`src/rtl/instruction_fetch.sv`:
```
// Program counter and fetch stage for a 6-bit-addressed combinational instruction memory.
// Optional halt-on-zero-word behaviour is enabled with the macro FETCH_HALT_ON_ZERO_EN.
module instruction_fetch #(
    parameter int ADDR_W               = 6,
    parameter int INSTR_W              = 32,
    parameter logic [ADDR_W-1:0] RESET_PC = '0
) (
    input  logic               clk,
    input  logic               rst_n,
    output logic [ADDR_W-1:0]  PCAdress,
    input  logic [INSTR_W-1:0] Instruction_in,
    output logic [INSTR_W-1:0] ir_out,
    output logic [ADDR_W-1:0]  ir_pc,
    output logic               ir_valid,
    input  logic               ir_ready,
    input  logic               redirect_valid,
    input  logic [ADDR_W-1:0]  redirect_pc,
    output logic               halted
);

    typedef enum logic [0:0] {
        ST_RUN  = 1'b0,
        ST_HALT = 1'b1
    } state_t;

    state_t             state_r;
    state_t             state_nxt_s;
    logic [ADDR_W-1:0]  pc_r;
    logic [ADDR_W-1:0]  pc_nxt_s;
    logic [INSTR_W-1:0] ir_out_r;
    logic [INSTR_W-1:0] ir_out_nxt_s;
    logic [ADDR_W-1:0]  ir_pc_r;
    logic [ADDR_W-1:0]  ir_pc_nxt_s;
    logic               ir_valid_r;
    logic               ir_valid_nxt_s;
    logic               halted_r;
    logic               halted_nxt_s;
    logic               advance_s;
    logic               load_s;

    // Decide whether the fetch stage may move forward this cycle.
    always_comb begin
        advance_s = 1'b0;
        case (state_r)
            ST_RUN:  advance_s = !ir_valid_r || ir_ready;
            ST_HALT: advance_s = 1'b0;
            default: advance_s = 1'b0;
        endcase
    end

    // Decide whether an advance actually captures the memory word.
    always_comb begin
        load_s = 1'b0;
`ifdef FETCH_HALT_ON_ZERO_EN
        if (advance_s && (Instruction_in != {INSTR_W{1'b0}})) begin
            load_s = 1'b1;
        end else begin
            load_s = 1'b0;
        end
`else
        if (advance_s) begin
            load_s = 1'b1;
        end else begin
            load_s = 1'b0;
        end
`endif
    end

    // Next-state logic: redirect beats advance, advance beats hold.
    always_comb begin
        state_nxt_s    = state_r;
        pc_nxt_s       = pc_r;
        ir_out_nxt_s   = ir_out_r;
        ir_pc_nxt_s    = ir_pc_r;
        ir_valid_nxt_s = ir_valid_r;
        halted_nxt_s   = halted_r;
        if (redirect_valid) begin
            // Flush: a word handed over on this same edge is already taken by decode.
            pc_nxt_s       = redirect_pc;
            ir_valid_nxt_s = 1'b0;
            state_nxt_s    = ST_RUN;
            halted_nxt_s   = 1'b0;
        end else if (load_s) begin
            ir_out_nxt_s   = Instruction_in;
            ir_pc_nxt_s    = pc_r;
            ir_valid_nxt_s = 1'b1;
            pc_nxt_s       = pc_r + ADDR_W'(1);
        end else if (advance_s) begin
            // Zero word fetched with halt enabled: stop without consuming it.
            ir_valid_nxt_s = 1'b0;
            state_nxt_s    = ST_HALT;
            halted_nxt_s   = 1'b1;
        end else if (ir_valid_r && ir_ready) begin
            ir_valid_nxt_s = 1'b0;
        end else begin
            ir_valid_nxt_s = ir_valid_r;
        end
    end

    // State and pipeline registers.
    always_ff @(posedge clk or negedge rst_n) begin
        if (!rst_n) begin
            state_r    <= ST_RUN;
            pc_r       <= RESET_PC;
            ir_out_r   <= {INSTR_W{1'b0}};
            ir_pc_r    <= {ADDR_W{1'b0}};
            ir_valid_r <= 1'b0;
            halted_r   <= 1'b0;
        end else begin
            state_r    <= state_nxt_s;
            pc_r       <= pc_nxt_s;
            ir_out_r   <= ir_out_nxt_s;
            ir_pc_r    <= ir_pc_nxt_s;
            ir_valid_r <= ir_valid_nxt_s;
            halted_r   <= halted_nxt_s;
        end
    end

    assign PCAdress = pc_r;
    assign ir_out   = ir_out_r;
    assign ir_pc    = ir_pc_r;
    assign ir_valid = ir_valid_r;
    assign halted   = halted_r;

endmodule

```
`config.mk`:
```
export PLATFORM = sky130hd
export DESIGN_NAME = instruction_fetch
export DESIGN_NICKNAME = d
export VERILOG_FILES = /design/src/rtl/instruction_fetch.sv
export SDC_FILE = /design/constraint.sdc
export NUM_CORES = 1
export LEC_CHECK = 0
export CORE_MARGIN = 4
export CORE_UTILIZATION = 43
export DETAILED_ROUTE_END_ITERATION = 8
export PLACE_DENSITY = 0.84
export SYNTH_ARGS = -nofsm -noshare
export SYNTH_HDL_FRONTEND = slang
export SYNTH_SLANG_ARGS = --single-unit
```
`constraint.sdc`:
```
create_clock -name clk -period 3.2 [get_ports clk]
set_input_delay 0.48 -clock clk [delete_from_list [all_inputs] [get_ports clk]]
set_output_delay 0.48 -clock clk [all_outputs]
set_load 0.05 [all_outputs]
```
; Yosys cells after proc, flatten, opt, wreduce, memory -nomap -nowiden
; Index checks and enable logic that the tools add are counted.
[totals]
ff_bits = 46
[op_classes]
eq_ne = 1
mux = 11
n_reduce_logical = 8
n_addsub = 1
bitwise = 2
[ops]
columns = cell, count
row1 = $mux 6, 2
row2 = $mux 1, 8
row3 = $add 6x1->6 const B, 1
row4 = $reduce_and 2->1, 2
row5 = $reduce_bool 2->1, 2
row6 = $reduce_bool 4->1, 1
row7 = $ne 2x2->1 const B, 1
row8 = $not 1->1, 2
row9 = $pmux 1 s2, 1
row10 = $logic_and 1x1->1, 1
row11 = $logic_not 1->1, 1
row12 = $logic_or 1x1->1, 1

; Depth between registers and ports, before layout
; Gate-level depths: netlist (run 1).
[logic_depth]
word_depth = 6
ltp_mapped = 5
ltp_nobuf = 4

; Worst setup path after synthesis (run 1)
; OpenSTA, ideal clock, no wires.
[synth_path]
kind = register -> register
from = register ir_valid_r, in the netlist ir_valid
to = register ir_out_r[0], in the netlist ir_out[0]
path_slack_ps = 1517
path_buffers = 2
stages_incl_launch_ff = 6
arrival_ps = 1558
cell_sequence = dfrtp_1 nor2b_4 nor3_2 buf_4 buf_4 mux2_2
[synth_via]
elab_chain_cells = 5
[synth_rtl]
columns = item, line_no
row1 = start: declaration, 34  ; logic ir_valid_r;
row2 = start signal: assignment, 114  ; ir_valid_r <= ir_valid_nxt_s;
row3 = $logic_not 1->1, 45  ; ST_RUN: advance_s = !ir_valid_r || ir_ready;
row4 = $logic_or 1x1->1, 45
row5 = $pmux 1 s2, 44  ; case (state_r)
row6 = $mux 1, 61  ; if (advance_s) begin
row7 = $reduce_and 2->1 (no source line), n/a
row8 = end signal: assignment, 105  ; ir_out_r <= {INSTR_W{1'b0}};
row9 = end signal: assignment, 112  ; ir_out_r <= ir_out_nxt_s;
row10 = end: declaration, 30  ; logic [INSTR_W-1:0] ir_out_r;
; Every way passes these cells.
; A chain may end at the register's enable or synchronous reset.

; Worst setup path in the final report (run 1)
[layout_path]
from = register halted_r, in the netlist halted
to = output port halted
[layout_lines]
columns = item, line_no
row1 = start: declaration, 36  ; logic halted_r;
row2 = start signal: assignment, 115  ; halted_r <= halted_nxt_s;
row3 = end: declaration, 18  ; output logic halted
; No word-level cell between the ends.

==> impl_summary.md, run 1 <==
Place
After legalization and detailed placement, the total HPWL measured 3500 um. OpenSTA, run right after detailed placement, puts the worst setup slack at 862 ps. Routability-driven placement finished with a final weighted congestion of 0.836. In this run the tool buffered the top-level ports with 87 buffer cells.

Synth
The synthesized netlist occupies a cell area of 1860 um2. In the synthesized netlist the dominant register cell turns out to be sky130_fd_sc_hd__dfrtp_1. The count of flip-flops with a built-in enable after synthesis is 0.

The total nets after synthesis is 172. The sequential area share after synthesis is 62.0%. Averaged over all synthesized cells, the footprint is 14.4 um2. The top-area cell type share of the netlist area is 62.0%. The warning count from the yosys run is 0.

Synthesis produced 129 cells. The distinct cell type count of the synthesized netlist is 23. The fraction of registers with async set/reset is 100%. By count the netlist is led by 46 x sky130_fd_sc_hd__dfrtp_1, 38 x sky130_fd_sc_hd__mux2_2, 7 x sky130_fd_sc_hd__nor2_1.

The number of synthesized register bits is 46. The most instantiated library cell after synthesis is sky130_fd_sc_hd__dfrtp_1. sky130_fd_sc_hd__dfrtp_1 takes more of the synthesized area than any other cell. Sorting the synthesized cells by area gives the leading types as sky130_fd_sc_hd__dfrtp_1 62%, sky130_fd_sc_hd__mux2_2 23%, sky130_fd_sc_hd__a31oi_1 1.7%, sky130_fd_sc_hd__nor2_1 1.4%, sky130_fd_sc_hd__buf_4 1.2%.

Drt
The wire length per cell is 17.3 um. The detail route stage leaves a number of antenna-violating nets equal to 0. The total number of vias is 1393. The via density per instance is 5.20. The total length of routed wires is 4640 um.

The post-route DRC violation count is 0. In this run, the number of DRC markers left after iteration 0 of detailed routing was 96. The first-pass iteration count of the detailed router is 4.

Floorplan
Pin placement for this block handled 88 I/O pins. The die extent in x is 73.7 um. The overall die area is 5440 um2. The initial core utilization is 45.5%. The core box area is 4090 um2. In this run the vertical extent of the chip is 73.7 um.

The floorplan has 23 rows.

Timing
The worst pin sits at a relative slew slack of 34.1%. For the final routed database, the setup TNS stands at 0 ps. In the finished design, the share of the clock period the worst path needs comes to 70.9%.

The final worst slack is 930 ps. For the pin with the worst max-slew slack, the measured transition is 989 ps. The post-route worst hold slack is 351 ps. The final count of hold timing violations is 0. Setup repair after global routing left no endpoint under its margin. Clock skew on the completed layout was measured at 6.19 ps. Based on the critical path, the design can be clocked at up to 0.441 GHz.

Setup violations remaining at the end of the flow were counted as 0. The final max-slew violation count is 0. The shortest clock period the worst path allows after layout is 2270 ps.

Global routing
The global-route congestion overflow total is 0. The via count of the first global-routing pass is 1550. The global-route total usage across every layer is 17.5%.

The first-pass GRT wire length is 7280 um. The number of antenna violations at the first check in global routing came to 0. The largest net degree at the start of global routing is 47.

CTS
The CTS tree is built. The H-tree level count is 2. The later pin in the worst-skew pair is clocked with a latency of 290 ps. The tree is rooted in a sky130_fd_sc_hd__clkbuf_8. Clock tree synthesis inserted a total of 5 buffers. The CTS clock-pin slew for the worst setup and hold paths is 80 ps. For this design, the sink count on the clock tree is 46. The total setup buffers inserted after CTS is 0. After clock tree synthesis, the repair step resized 0 gates. The maximum clock path buffer count is 2. The number of hold buffers added after CTS was 0.

Critical path
On the critical path the largest part of the delay comes from buffers and inverters. The type of the setup path with the least slack is reg -> out. Together, buffers and inverters on the worst path number 1. The critical path launch point type is a flip-flop.

Walking the worst path, the cells encountered are clkdlybuf4s50_1. The critical path endpoint category is an output port. The endpoint identified for the worst register-to-register timing path is ir_out[12]$_DFFE_PN0P_.

The critical path depth in cells is 1. For the worst setup path, the data required time is 2720 ps. The worst-case reg-to-reg path depth is 3. Data arrives at the worst endpoint at 1790 ps. The library cell contributing the largest single delay on the critical path is sky130_fd_sc_hd__clkdlybuf4s50_1. For flop-to-flop paths, the worst setup slack is 1380 ps. The worst register-to-register path begins at halted$_DFFE_PN0P_. The maximum fanout along the worst path is 13. In this design, the stage delay of the slowest critical-path cell is 890 ps.

Pwr
The power per standard cell area is 622 nW/um2. The leakage power of the design is 1.16 nW. Across the VDD grid, the largest voltage drop is 0.361 mV. Summing internal, switching and leakage power gives 1.79 mW.

Layout
The sequential cells in the finished layout cover a total of 1150 um2. For this run, the post-layout net count is 260. Fill cells in the final layout number 293. The repair_antennas step left the layout with diodes totalling 0. The post-synthesis to final-layout area growth is 54.6%. The multi-input combinational cells in the finished layout cover a total of 656 um2.

Cells with a size suffix above 1 make up 22.9% of the layout. Once layout is complete, the utilization of the core stands at 70.3%.

Outcome
The run finished with clean final reports.

Job
The tool flagged a number of max-cap violations equal to 0.

Worst hold path
The tightest min-delay check is of the in -> async type.
==> registers in the layout (all words and copies together), names as in the netlist <==
| signal | flops |
|---|---|
| ir_pc | 6 |
| ir_valid | 1 |
| PCAdress | 6 |
| halted | 1 |
| ir_out | 32 |
==> metal layers <==
layer  vias to the layer above  wire, um  track usage [%]
li1                        637         -                -
met1                       657      1890             21.8
met2                        87      2160             28.1
met3                        12       513             5.61
met4                         0        81             7.24
met5                         -         0                0
==> worst max-delay path by stage <==
| stage | from | to | slack [ps] |
|---|---|---|---|
| 4_1_cts | halted$_DFFE_PN0P_ | halted | 930 |
| 3_3_place_gp | redirect_valid | ir_out[26]$_DFFE_PN0P_ | 930 |
| 5_1_grt | halted$_DFFE_PN0P_ | halted | 860 |
| 2_1_floorplan | ir_valid$_DFFE_PN0P_ | ir_out[0]$_DFFE_PN0P_ | 1520 |
| 6_report | halted$_DFFE_PN0P_ | halted | 930 |
| 3_5_place_dp | redirect_valid | ir_out[12]$_DFFE_PN0P_ | 860 |
==> per-stage QoR <==
step	std cells	cell area (um2)
2_1_floorplan	129	1860
3_3_place_gp	260	2770
3_5_place_dp	260	2770
4_1_cts	268	2870
5_1_grt	268	2870
6_report	268	2870
==> logic make-up after synthesis <==
group | share of synthesized area (%)
buf+inv | 3.10
fa+ha+maj | 0.673
compound gates | 4.17
flops | 62.0
simple gates | 7.07
mux | 23.0
==> cell usage in the layout (no fill, tap or decap), types with 2 or more instances in the layout <==
| master | n |
|---|---|
| sky130_fd_sc_hd__a31oi_1 | 5 |
| sky130_fd_sc_hd__clkbuf_1 | 2 |
| sky130_fd_sc_hd__clkbuf_8 | 5 |
| sky130_fd_sc_hd__clkdlybuf4s50_1 | 86 |
| sky130_fd_sc_hd__dfrtp_1 | 46 |
| sky130_fd_sc_hd__inv_1 | 3 |
| sky130_fd_sc_hd__mux2_2 | 38 |
| sky130_fd_sc_hd__nand3_1 | 4 |
| sky130_fd_sc_hd__nand4_1 | 2 |
| sky130_fd_sc_hd__nor2_1 | 7 |
| sky130_fd_sc_hd__o21ai_0 | 2 |
| sky130_fd_sc_hd__o31ai_1 | 3 |
| sky130_fd_sc_hd__or4_1 | 3 |
==> report_power, final <==
part	switching [mW]	internal, mW
combinational	0.401	0.256
sequential	0.0543	0.662
clock	0.178	0.234
total	0.634	1.15
==> area by class of cell <==
class | count | share of cell area [%]
sequential | 46 | 40.1
timing repair buffer | 88 | 30.8
multi-input combinational | 73 | 22.8
clock buffer | 7 | 2.66
tap | 50 | 2.18
clock inverter | 1 | 1.05
inverter | 3 | 0.392
No activity file was read; power rests on OpenSTA's default activity.
==> run 2: changes to the inputs <==
--- a/config.mk
+++ b/config.mk
@@ -6,9 +6,9 @@
 export NUM_CORES = 1
 export LEC_CHECK = 0
 export CORE_MARGIN = 4
-export CORE_UTILIZATION = 43
+export CORE_UTILIZATION = 40
 export DETAILED_ROUTE_END_ITERATION = 8
-export PLACE_DENSITY = 0.84
+export PLACE_DENSITY = 0.79
 export SYNTH_ARGS = -nofsm -noshare
 export SYNTH_HDL_FRONTEND = slang
 export SYNTH_SLANG_ARGS = --single-unit
==> constraint.sdc (replaced) <==
create_clock -name clk -period 2.26 [get_ports clk]
set_input_delay 0.339 -clock clk [delete_from_list [all_inputs] [get_ports clk]]
set_output_delay 0.339 -clock clk [all_outputs]
set_load 0.05 [all_outputs]
==> run 2 against run 1 <==
Against the previous run: core utilization decreased by 4.9 points; wire length decreased by 8.4%; power increased by 42%; worst setup slack got worse by 790 ps; critical path depth unchanged; first-iteration DRC count decreased by 50%; largest cell class unchanged.
==> impl_summary.md, run 2 (same netlist as run 1, synthesis figures left out) <==
Global routing
The global-route congestion overflow total came to 0 (unchanged). The number of antenna violations at the first check in global routing is 0 (unchanged). The global-route total usage across every layer is 14.8% (-2.7 points). The via count of the first global-routing pass is 1257 (-19%). The first-pass GRT wire length is 6930 um (-4.8%).

The largest net degree at the start of global routing is 47 (unchanged).

Place
The number of buffer cells added on primary ports is 87 (unchanged). The worst slack at placement is 365 ps (-497 ps). The post-DP HPWL is 3110 um (-11%). The placed instance area is 2780 um2 (+0.36%).

The placer congestion estimate is 0.769 (-8.0%).

Timing
For the finished layout, the period the worst path requires is 2120 ps. The headroom to the max-slew limit came to 62.6% (+28 points). For this run, the top clock speed supported by timing is 0.472 GHz.

The final worst clock skew is 6.88 ps (+0.694 ps). The post-route worst hold slack is 125 ps (-226 ps). The final worst slack is 143 ps (-787 ps).

The slew at the pin closest to its max-slew limit was 562 ps (-427 ps). The number of failing setup endpoints in the final timing report was 0 (unchanged). The final count of hold timing violations was 0 (unchanged). The aggregate negative setup slack is 0 ps (unchanged). Dividing the final minimum period by the clock period gives 93.7%. Setup repair after global routing left no endpoint under its margin. The final max-slew violation count is 0 (unchanged).

Critical path
The reg-to-reg startpoint is halted$_DFFE_PN0P_. The worst setup path is captured at an output port. The type of the setup path with the least slack is reg -> out. The largest individual stage delay along the critical path comes from the cell sky130_fd_sc_hd__clkdlybuf4s50_1. On the critical path the largest part of the delay comes from buffers and inverters. The capturing point of the worst reg2reg path is ir_out[17]$_DFFE_PN0P_.

The worst stage delay on the critical path is 900 ps (about the same). The signal on the critical path passes through clkdlybuf4s50_1. The critical path launch point type is a flip-flop.

The sum of buffers and inverters on the critical path is 1 (unchanged). The reg2reg setup slack is 740 ps (-640 ps). The worst-case reg-to-reg path depth came to 3 (unchanged).

The arrival time at the worst endpoint is 1780 ps (about the same). The maximum fanout along the worst path was 13 (unchanged). The data required time of the critical path is 1920 ps (-800 ps).

Drt
The post-route DRC violation count is 0 (unchanged). The total length of routed wires is 4250 um (-8.4%). The post-route antenna net violation count is 0 (unchanged). The wire length per cell is 15.7 um (-9.1%). The number of DRC markers in iteration 0 was 48 (-50%).

The via density per instance is 5.01 (-3.7%). The total number of vias came to 1352 (-2.9%). The first-pass iteration count of the detailed router is 4 (unchanged).

Pwr
The worst supply voltage drop on vdd is 0.423 mV (+17%). The register share of total power is 39.6% (-0.5 points). The fraction of power consumed by combinational cells is 36.5% (-0.3 points). The proportion of power drawn by the clock network is 23.9% (+0.8 points). The net switching component of the power is 0.886 mW (+40%). The power per standard cell area came to 879 nW/um2 (+41%).

The net switching share of the total power came to 34.9% (-0.62 points). The leakage power of the design is 1.17 nW (+0.83%). The internal power component is 1.65 mW (+44%).

Layout
The share of the core filled with cells was 65.4% (-4.9 points). The area growth from synthesis to layout is 55.5%. The count of nets after finishing is 261 (+0.38%).

The total non-filler cell area in the finished layout was 2890 um2 (+0.57%). In the layout the commonest cells are 86 x sky130_fd_sc_hd__clkdlybuf4s50_1, 46 x sky130_fd_sc_hd__dfrtp_1, 38 x sky130_fd_sc_hd__mux2_2. The proportion of layout cells with a drive suffix above 1 was 23.9% (+0.92 points).

The total of fill cells in the finished design is 354 (+21%). Leaving out fill and tap cells, the most frequent cell in the layout is sky130_fd_sc_hd__clkdlybuf4s50_1. The count of inserted antenna diode cells was 0 (unchanged). The number of flip-flops in the largest register is 32 (unchanged).

Worst hold path
The tightest min-delay check is of the in -> async type.

Outcome
The flow ran to the end, and the final reports show no timing, DRC or antenna violations.

CTS
The number of sinks driven by the clock tree is 46 (unchanged). The CTS clock-pin slew for the worst setup and hold paths came to 80 ps (about the same). The total setup buffers inserted after CTS is 0 (unchanged).

The number of buffers created by CTS is 5 (unchanged). The maximum clock path buffer count is 2 (unchanged). The master cell of the clock root buffer is sky130_fd_sc_hd__clkbuf_8. TritonCTS built the clock tree. The number of buffers added to fix hold violations after cts is 0 (unchanged).

The H-tree level count was 2 (unchanged). The quantity of gates resized following cts is 0 (unchanged). The clock latency on the worst-skew pair is 290 ps (about the same).

Floorplan
The initial core utilization is 42.1% (-3.4 points). The die extent in y is 76.2 um (+3.3%). The core box area is 4410 um2 (+8.0%).

The row count came to 24 (+4.3%). The number of primary I/O pins came to 88 (unchanged). The die extent in x was 76.2 um (+3.3%). The overall die area is 5800 um2 (+6.7%).

Job
The number of max-cap violations is 0 (unchanged).
[run 2: through the flow]
| step | instances | total power [mW] |
|---|---|---|
| 5_1_grt | 270 | 2.66 |
| 2_1_floorplan | 129 | 1.59 |
| 3_3_place_gp | 263 | 1.95 |
| 6_report | 270 | 2.54 |
| 4_1_cts | 270 | 2.58 |
| 3_5_place_dp | 263 | 1.96 |
[run 2: worst max path at each step]
stage	from	cells past startpoint	endpoint	slack, ps
after floorplan	ir_valid$_DFFE_PN0P_	5	ir_out[0]$_DFFE_PN0P_	580
after global placement	redirect_valid	4	ir_out[6]$_DFFE_PN0P_	400
after detailed placement	redirect_valid	4	ir_out[17]$_DFFE_PN0P_	360
after CTS	halted$_DFFE_PN0P_	1	halted	130
after global routing	halted$_DFFE_PN0P_	1	halted	70
final	halted$_DFFE_PN0P_	1	halted	140
[run 2: cell type report]
cell class              count  area [um2]  share of cell area [%]
clock buffers               6        82.6                    2.86
clock inverters             1        30.0                    1.04
inverters                   3        11.3                   0.390
multi-input cells          73         656                    22.7
flip-flops and latches     46        1150                    39.8
well taps                  52        65.1                    2.25
repair buffers             89         893                    30.9
[run 2: power by group through the flow]
stage                     registers [mW]  clock network (mW)  logic, mW
after floorplan                     1.43                   0      0.159
after global placement              1.02                   0      0.923
after detailed placement            1.03                   0      0.935
after CTS                           1.01               0.632      0.936
after global routing                1.02               0.672      0.963
final                               1.01               0.606      0.926
[run 2: routing by layer]
layer | track usage (%) | wire length (um) | up-vias
met5 | 0 | 0 | -
met4 | 6.29 | 87 | 0
met3 | 4.61 | 321 | 6
met2 | 21.1 | 1880 | 66
met1 | 20.9 | 1970 | 639
li1 | - | - | 641
==> run 3: changes to the inputs <==
--- a/config.mk
+++ b/config.mk
@@ -5,10 +5,12 @@
 export SDC_FILE = /design/constraint.sdc
 export NUM_CORES = 1
 export LEC_CHECK = 0
+export CORE_ASPECT_RATIO = 1.75
 export CORE_MARGIN = 4
 export CORE_UTILIZATION = 40
 export DETAILED_ROUTE_END_ITERATION = 8
 export PLACE_DENSITY = 0.79
+export SLEW_MARGIN = 25
 export SYNTH_ARGS = -nofsm -noshare
 export SYNTH_HDL_FRONTEND = slang
 export SYNTH_SLANG_ARGS = --single-unit
==> run 3 against run 2 <==
Against the previous run: die area increased by 0.74%; first-iteration DRC count decreased by 46%; hold slack got worse by 65 ps.
==> impl_summary.md, run 3 (same netlist as run 1, synthesis figures left out) <==
Drt
The post-route antenna net violation count was 0 (unchanged). The post-route DRC violation count came to 0 (unchanged). The number of DRC markers in iteration 0 is 26 (-46%). The wire length per cell is 16.5 um (+4.9%).

The first-pass iteration count of the detailed router is 3 (-1). The via density per instance is 5.03 (+0.44%). The total length of routed wires is 4490 um (+5.7%). The total number of vias came to 1368 (+1.2%).

CTS
The number of buffers added to fix hold violations after cts came to 0 (unchanged). The total setup buffers inserted after CTS is 0 (unchanged). The clock latency on the worst-skew pair is 290 ps (about the same).

The master cell of the clock root buffer is sky130_fd_sc_hd__clkbuf_8. The number of buffers created by CTS is 5 (unchanged). The CTS tree is built. The CTS clock-pin slew for the worst setup and hold paths was 80 ps (about the same). The number of sinks driven by the clock tree came to 46 (unchanged). The quantity of gates resized following cts is 0 (unchanged). The H-tree level count is 2 (unchanged).

The maximum clock path buffer count is 2 (unchanged).

Critical path
The kind of cell adding the most delay to the critical path is buffers and inverters. The sum of buffers and inverters on the critical path was 1 (unchanged). The maximum fanout along the worst path is 7 (-6). The critical path goes through clkdlybuf4s50_1. The critical path launch point type is a flip-flop. The type of the setup path with the least slack is reg -> out.

The critical path endpoint category is an output port. The arrival time at the worst endpoint is 1640 ps (-140 ps). The worst-case reg-to-reg path depth came to 4 (+1). The data required time of the critical path is 1920 ps (about the same). The worst stage delay on the critical path is 860 ps (-40 ps). For this design, the slowest cell found on the critical path is sky130_fd_sc_hd__clkdlybuf4s50_1. The critical path depth in cells came to 1 (unchanged).

Global routing
The global-route congestion overflow total is 0 (unchanged). The via count of the first global-routing pass is 1437 (+14%). The first-pass GRT wire length was 6960 um (+0.40%).

The number of antenna violations at the first check in global routing is 0 (unchanged). The global-route total usage across every layer is 15.8% (+0.99 points). The largest net degree at the start of global routing was 39 (-17%).

Timing
Setup repair after global routing left no endpoint under its margin. The headroom to the max-slew limit is 58.0% (-4.5 points). The number of failing setup endpoints in the final timing report came to 0 (unchanged). The fmax is 0.504 GHz (+6.8%).

The final worst clock skew is 6.03 ps (-0.850 ps). The post-route worst hold slack is 60.9 ps (-64.6 ps). The final max-slew violation count was 0 (unchanged). The final worst slack is 277 ps (+134 ps). The final count of hold timing violations came to 0 (unchanged). The share of the clock period used by the worst path after layout was 87.7% (-5.9 points). The slew at the pin closest to its max-slew limit is 630 ps (+68.2 ps). The shortest clock period the worst path allows after layout is 1980 ps (-134 ps). The aggregate negative setup slack is 0 ps (unchanged).

Floorplan
The overall die area is 5840 um2 (+0.74%). The die extent in y is 98.2 um (+29%). The row count is 32 (+33%). The core box area is 4440 um2 (+0.68%).

The initial core utilization is 41.8% (-0.28 points). The number of primary I/O pins is 88 (unchanged). The die extent in x is 59.5 um (-22%).

Place
The placed instance area is 2790 um2 (+0.50%). The number of buffer cells added on primary ports is 87 (unchanged). The placer congestion estimate was 0.736 (-4.3%). The post-DP HPWL is 3470 um (+12%). The worst slack at placement is 376 ps (+11.6 ps).

Pwr
The leakage power of the design is 1.18 nW (+0.10%). The power per standard cell area was 849 nW/um2 (-3.5%). The worst supply voltage drop on vdd came to 0.612 mV (+45%).

Layout
The total of fill cells in the finished design is 370 (+4.5%). The count of inserted antenna diode cells is 0 (unchanged). The library cell used most frequently in the layout, excluding fill and tap cells, is sky130_fd_sc_hd__clkdlybuf4s50_1.

The top cell types in the final layout, fill and taps aside, are 86 x sky130_fd_sc_hd__clkdlybuf4s50_1, 46 x sky130_fd_sc_hd__dfrtp_1, 38 x sky130_fd_sc_hd__mux2_2. The proportion of layout cells with a drive suffix above 1 is 24.4% (+0.58 points). From synthesis to final layout, the design area changed by 55.1%. The number of flip-flops in the largest register came to 32 (unchanged). The count of nets after finishing is 263 (+0.77%). The total non-filler cell area in the finished layout is 2880 um2 (-0.26%). The share of the core filled with cells came to 64.8% (-0.61 points).

Job
The number of max-cap violations is 0 (unchanged).

Worst hold path
The type of the tightest min-delay check is in -> async.

Outcome
The run finished with clean final reports.
==> run 3: per-stage QoR <==
step	total power [mW]	instances
after global routing	2.54	272
after detailed placement	1.97	264
final	2.45	272
after CTS	2.47	272
after floorplan	1.59	129
after global placement	1.96	264
==> run 3: worst paths after layout <==
path                                                 to                    start  slack, ps
worst max register to register   ir_out[24]$_DFFE_PN0P_       halted$_DFFE_PN0P_        740
worst min-delay path            PCAdress[1]$_DFFE_PN0P_                    rst_n         60
min in group clk                 ir_out[30]$_DFFE_PN0P_   ir_out[30]$_DFFE_PN0P_        510
max in group asynchronous        ir_out[29]$_DFFE_PN0P_                    rst_n       1610
worst min register to register   ir_out[30]$_DFFE_PN0P_   ir_out[30]$_DFFE_PN0P_        510
worst max-delay path                        PCAdress[2]  PCAdress[2]$_DFFE_PN0P_        280
==> run 3: routing by layer <==
layer	wire length (um)	vias up	share of wire (%)	track usage [%]
met5	0	-	0	0
met4	59	0	1.3	4.10
met3	217	6	4.8	3.57
met2	2700	42	60	31.4
met1	1520	677	34	15.2
li1	-	643	-	-
==> run 3: area by class of cell <==
type | instances | area, um2 | share of cell area, %
Clock buffer | 7 | 86.3 | 3.00
Clock inverter | 1 | 5.00 | 0.174
Inverter | 3 | 11.3 | 0.391
Multi-Input combinational cell | 73 | 656 | 22.8
Sequential cell | 46 | 1150 | 39.9
Tap cell | 51 | 63.8 | 2.21
Timing Repair Buffer | 91 | 908 | 31.5
==> run 3: power breakdown <==
group / internal (mW) / total [mW] / switching (mW)
clock: 0.247 / 0.502 / 0.256
sequential: 0.938 / 1.01 / 0.0743
combinational: 0.363 / 0.931 / 0.567
